[config.mk]
export PLATFORM = sky130hd
export DESIGN_NAME = ram_program_controller
export DESIGN_NICKNAME = d
export VERILOG_FILES = /design/src/rtl/ram_ctrl_pkg.sv /design/src/rtl/button_edge_detect.sv /design/src/rtl/ram_program_controller.sv
export SDC_FILE = /design/constraint.sdc
export NUM_CORES = 1
export LEC_CHECK = 0
export ABC_AREA = 1
export CORE_ASPECT_RATIO = 2
export CORE_UTILIZATION = 40
export DETAILED_ROUTE_END_ITERATION = 6
export PLACE_DENSITY = 0.74
export SLEW_MARGIN = 10
export SYNTH_ARGS = -nofsm -noshare
export SYNTH_HDL_FRONTEND = slang
export SYNTH_SLANG_ARGS = --single-unit
[constraint.sdc]
create_clock -name clk -period 1.5 [get_ports clk]
set_input_delay 0.15 -clock clk [delete_from_list [all_inputs] [get_ports clk]]
set_output_delay 0.15 -clock clk [all_outputs]
set_load 0.01 [all_outputs]
[src/rtl/ram_ctrl_pkg.sv]
// Shared types and default sizes for the program RAM controller.
package ram_ctrl_pkg;

    localparam int DEFAULT_ADDR_WIDTH = 4;
    localparam int DEFAULT_DATA_WIDTH = 8;

    typedef enum logic [1:0] {
        CPU_RUN,
        MAN_IDLE,
        MAN_WRITE,
        CLEAR
    } state_t;

endpackage

[src/rtl/button_edge_detect.sv]
// Rising-edge detector for a vector of already-synchronised buttons.
module button_edge_detect #(
    parameter int WIDTH = 3
) (
    input  logic             clk,
    input  logic             rst_n,
    input  logic [WIDTH-1:0] btn,
    output logic [WIDTH-1:0] rise
);

    logic [WIDTH-1:0] btn_q;

    always_ff @(posedge clk) begin
        if (!rst_n) begin
            btn_q <= '0;
        end else begin
            btn_q <= btn;
        end
    end

    assign rise = btn & ~btn_q;

endmodule

[src/rtl/ram_program_controller.sv]
// Arbitrates the program RAM between the CPU and the front-panel programmer.
module ram_program_controller
    import ram_ctrl_pkg::*;
#(
    parameter int                    ADDR_WIDTH  = DEFAULT_ADDR_WIDTH,
    parameter int                    DATA_WIDTH  = DEFAULT_DATA_WIDTH,
    parameter logic [DATA_WIDTH-1:0] CLEAR_VALUE = '0
) (
    input  logic                  clk,
    input  logic                  rst_n,
    input  logic                  manual_mode,
    input  logic                  cpu_boundary,
    input  logic                  btn_write,
    input  logic                  btn_set_addr,
    input  logic                  btn_clear,
    input  logic [ADDR_WIDTH-1:0] addr_switches,
    input  logic [DATA_WIDTH-1:0] prog_switches,
    input  logic [ADDR_WIDTH-1:0] cpu_address,
    input  logic                  cpu_write,
    input  logic [DATA_WIDTH-1:0] cpu_data,
    output logic [ADDR_WIDTH-1:0] ram_address,
    output logic                  ram_write,
    output logic [DATA_WIDTH-1:0] ram_wdata,
    output logic                  cpu_stall,
    output logic [ADDR_WIDTH-1:0] prog_address,
    output logic                  busy
);

    state_t                state_q, state_d;
    logic [ADDR_WIDTH-1:0] prog_address_q, prog_address_d;
    logic [ADDR_WIDTH-1:0] sweep_q, sweep_d;
    logic [DATA_WIDTH-1:0] wdata_q, wdata_d;
    logic [2:0]            btn_rise;
    logic                  ev_write, ev_set_addr, ev_clear;

    button_edge_detect #(.WIDTH(3)) u_edges (
        .clk   (clk),
        .rst_n (rst_n),
        .btn   ({btn_clear, btn_set_addr, btn_write}),
        .rise  (btn_rise)
    );

    assign ev_write    = btn_rise[0];
    assign ev_set_addr = btn_rise[1];
    assign ev_clear    = btn_rise[2];

    always_ff @(posedge clk) begin
        if (!rst_n) begin
            state_q        <= CPU_RUN;
            prog_address_q <= '0;
            sweep_q        <= '0;
            wdata_q        <= '0;
        end else begin
            state_q        <= state_d;
            prog_address_q <= prog_address_d;
            sweep_q        <= sweep_d;
            wdata_q        <= wdata_d;
        end
    end

    // Event priority in MAN_IDLE is clear > set_addr > write; only the winner acts.
    always_comb begin
        state_d        = state_q;
        prog_address_d = prog_address_q;
        sweep_d        = sweep_q;
        wdata_d        = wdata_q;
        ram_address    = cpu_address;
        ram_write      = cpu_write;
        ram_wdata      = cpu_data;
        case (state_q)
            CPU_RUN: begin
                if (manual_mode && cpu_boundary) begin
                    state_d = MAN_IDLE;
                end
            end
            MAN_IDLE: begin
                ram_address = prog_address_q;
                ram_wdata   = prog_switches;
                ram_write   = 1'b0;
                if (ev_clear) begin
                    sweep_d = '0;
                    state_d = CLEAR;
                end else if (ev_set_addr) begin
                    prog_address_d = addr_switches;
                end else if (ev_write) begin
                    wdata_d = prog_switches;
                    state_d = MAN_WRITE;
                end else if (!manual_mode) begin
                    state_d = CPU_RUN;
                end
            end
            MAN_WRITE: begin
                ram_address    = prog_address_q;
                ram_wdata      = wdata_q;
                ram_write      = 1'b1;
                prog_address_d = prog_address_q + 1'b1;
                state_d        = MAN_IDLE;
            end
            CLEAR: begin
                ram_address = sweep_q;
                ram_wdata   = CLEAR_VALUE;
                ram_write   = 1'b1;
                sweep_d     = sweep_q + 1'b1;
                if (sweep_q == {ADDR_WIDTH{1'b1}}) begin
                    prog_address_d = '0;
                    state_d        = MAN_IDLE;
                end
            end
            default: begin
                state_d = CPU_RUN;
            end
        endcase
    end

    assign cpu_stall    = (state_q != CPU_RUN);
    assign busy         = (state_q == MAN_WRITE) || (state_q == CLEAR);
    assign prog_address = prog_address_q;

endmodule

==> results by stage <==
Synth:
- Synthesis inferred 21 register bits.
- Synthesis produced about 220 cells.
- The synthesized netlist contains 23 unique library cells.
- Synthesis produced a netlist with a net count of 260.
- The average instance area after synthesis is around 6.5 um2.
- The synthesized cell area is approximately 1400 um2.
- Of the synthesized area, sequential elements account for 0.298.
- For this run, the number of Yosys warnings is 0.

STA:
- The worst-case clock skew is between 0.002 and 0.0025 ns.
- The max-slew violation count is 0.
- The relative slew slack is 0.797.
- The highest achievable clock rate is between 600 and 700 MHz.
- The final hold violation count was 0.
- Setup repair after global routing could not meet its margin everywhere.
- Once routing completed, OpenROAD measured the worst setup slack at -0.0526 ns.
- The post-layout minimum cycle time is 1.55 ns.
- In the finished design, the share of the clock period the worst path needs comes to 1.04.
- For the pin with the worst max-slew slack, the measured transition is roughly 0.30 ns.
- Setup violations remaining at the end of the flow were counted as 16.

Global route:
- The aggregate global-route resource usage is 0.226.
- The wire length of the first global-routing pass is 6.54 mm.
- Global routing finished with a remaining overflow of 0.
- Entering global routing, the biggest net connects 17 pins.
- The number of antenna violations at the first check in global routing was 0.
- The number of global-route vias before repair came to around 1.6k.

Setup path:
- The cell that appears most often on the critical path is buf_6.
- The kind of launch point of the worst setup path is a flop.
- The terminus of the critical flop-to-flop path is prog_address[0]$_SDFFE_PN0P_.
- The worst setup path is captured at an output port.
- The data arrival at the endpoint of the critical path is ~1.4 ns.
- The maximum fanout count along the critical path is 3.
- The path depth of the worst reg2reg path is 11.
- On the critical path, the stage with the largest delay is an instance of dfxtp_2.
- Traced cell by cell, the critical path runs through buf_6 -> buf_6 -> ha_4 -> nor2_4 -> o21ai_1 -> buf_2.
- The data required time at the worst endpoint is 1.35 ns.
- The type of the worst setup path is reg -> out.
- The delay contributed by the slowest stage of the critical path is 0.34 ns.
- The reg-to-reg setup timing slack is -0.04 ns.
- The reg-to-reg critical path startpoint is state_q[1]$_SDFFE_PN0P_.

Clock tree:
- The clock buffer count from CTS is 3.
- CTS built an H-tree with a depth of 1.
- The clock drives 21 sinks.
- The clock insertion delay at the later pin of the skew report is roughly 0.26 ns.
- TritonCTS built the clock tree.
- The clock tree root buffer cell is clkbuf_8.
- The clock-pin slew on the worst setup and hold paths is ~0.08 ns.
- The clock passes through at most 2 buffers.

Routing:
- The final route contains approximately 1.7k vias.
- The remaining antenna violation count after routing is 0.
- The first detailed-routing pass took 7 iterations.
- The detailed router finished its first iteration with 32 violations.
- The per-cell via count in the routed design is 5.19.
- The post-detailed-route wirelength per cell is ~14 um.
- The total length of routed wires is roughly 4.6 mm.
- For this run, design rule violations remaining after detail routing come to 4.

Power and ir drop:
- Power comes to 0.00464 W.
- The leakage component of the power is 1.08 nW.
- VDD sags by at most 0.00104 V.
- The power density relative to cell area is 1950 nW/um2.

Outcome:
- The final reports fail on design-rule violations, negative setup slack.
- The flow ran to the end, but the final reports show violations.

Layout:
- The library cell used most frequently in the layout, excluding fill and tap cells, is nor2_1.
- Relative to the synthesized area, the layout overhead comes to 69.0%.
- Of the cells placed in the final design, the portion with a size suffix greater than 1 is 0.331.
- With fillers left out, the area of the finished cells amounts to 2390 um2.
- The number of antenna diodes is 0.
- The finished layout holds between 300 and 400 standard cells, fillers aside.
- The library cells used most frequently in the layout, excluding fill and tap cells, are nor2_1, nand2_1, clkdlybuf4s50_1, buf_4.
- The post-route core utilization is 0.707.
- After the last flow step, the layout net total stands at 342.

Placed design:
- The placer congestion estimate is ~0.84.
- The port buffer count is 50.
- The placed standard-cell area is 2120 um2.
- Once placement completed, the tool counted placed cells totaling around 320.
- OpenSTA, run right after detailed placement, puts the worst setup slack at -0.311 ns.
- Detailed placement finished with a half-perimeter wire length of just over 3 mm.

Worst hold path:
- The worst hold path begins at btn_write.
- Counting instances, the worst hold path has a depth of 3.
- The end of the worst hold path is u_edges.btn_q[0]$_SDFF_PN0_.
- The path type of the worst min-delay path is in -> reg.

Floorplan:
- The width of the chip is 44.0 um.
- The floorplan step set the die height to between 80 and 90 um.
- For this configuration, the core starts out at a cell density of 0.418.
- The core outline area is around 3400 um2.
- about 50 I/O pins were placed.
- The site row count is 30.
- The full die area is ~3800 um2.

Job:
- The number of max-cap violations is 0.
## Yosys cell counts
library cell,count,share of area
buf_6,2,0.016
nor2_4,4,0.032
clkbuf_1,1,0.0027
o21ai_0,10,0.035
nand3_2,1,0.0071
dfxtp_1,21,0.30
a21oi_1,28,0.099
o21ai_2,2,0.012
nand2_1,46,0.12
a211oi_2,1,0.0089
nand3_1,8,0.028
o31ai_2,1,0.0089
nor2_2,2,0.0089
ha_1,10,0.089
nor2_1,47,0.12
inv_2,5,0.013
a22oi_1,1,0.0053
buf_2,3,0.011
inv_1,17,0.045
o21ai_1,3,0.011
or2_2,1,0.0044
and3_1,1,0.0044
nand2_2,3,0.013
## worst max-delay path: cells and delay by family (launching register included)
kind	cells	cell delay [ns]
fa+ha+maj	1	0.17
buf+inv	3	0.40
simple gates	1	0.16
flops	1	0.34
compound gates	1	0.07
## worst max-delay path by stage
stage / start / endpoint / slack [ns] / cells past startpoint
after floorplan: state_q[0]$_SDFFE_PN0P_ / prog_address[0]$_SDFFE_PN0P_ / 0.08 / 8
after global placement: state_q[1]$_SDFFE_PN0P_ / ram_wdata[2] / -0.28 / 5
after detailed placement: state_q[0]$_SDFFE_PN0P_ / ram_wdata[3] / -0.31 / 5
after CTS: state_q[0]$_SDFFE_PN0P_ / ram_wdata[1] / -0.02 / 7
after global routing: state_q[1]$_SDFFE_PN0P_ / prog_address[0]$_SDFFE_PN0P_ / -0.14 / 11
final: state_q[1]$_SDFFE_PN0P_ / ram_write / -0.05 / 6
## repair_timing
item                       CTS  global route
pin swaps                    3            23
resized for setup           89            31
buffers inserted             0            10
setup endpoints to repair   26            30
hold buffers                 0             0
## cells by family (layout without fill, tap and decap cells)
logic type      after synthesis  in the layout  synth area share
fa+ha+maj                    10             10            0.0886
buf+inv                      28            109            0.0877
simple gates                113            113             0.345
compound gates               46             46             0.181
flops                        21             21             0.298
## state kept, by name, indices dropped and copies added (netlist names)
name and count:
u_edges.btn_q 3, wdata_q 8, prog_address 4, sweep_q 4, state_q 2
## power breakdown
| part | switching, W | internal (W) |
|---|---|---|
| combinational | 0.00182 | 0.00166 |
| sequential | 0.000114 | 0.000665 |
| clock | 0.000193 | 0.000190 |
## per-stage QoR
stage,setup TNS (ns),hold WS (ns)
5_1_grt,-1.71,0.477
2_1_floorplan,0,0.243
3_3_place_gp,-4.32,0.463
4_1_cts,-0.0573,0.439
6_report,-0.520,0.440
3_5_place_dp,-5.51,0.472
## cell type report
class,instances,area [um2]
clock buffer,4,45.0
fill,260,991
inverter,22,92.6
multi-input combinational,169,1040
sequential,21,425
tap,32,40.0
timing repair buffer,83,744
## metal layers
metal	wire length, um	share of wire	vias to the layer above	track usage
li1	-	-	863	-
met1	1650	0.36	795	0.210
met2	2780	0.60	53	0.465
met3	118	0.026	7	0.0189
met4	76	0.016	0	0.0771
met5	0	0	-	0
Power figures use the tool's default switching activity.
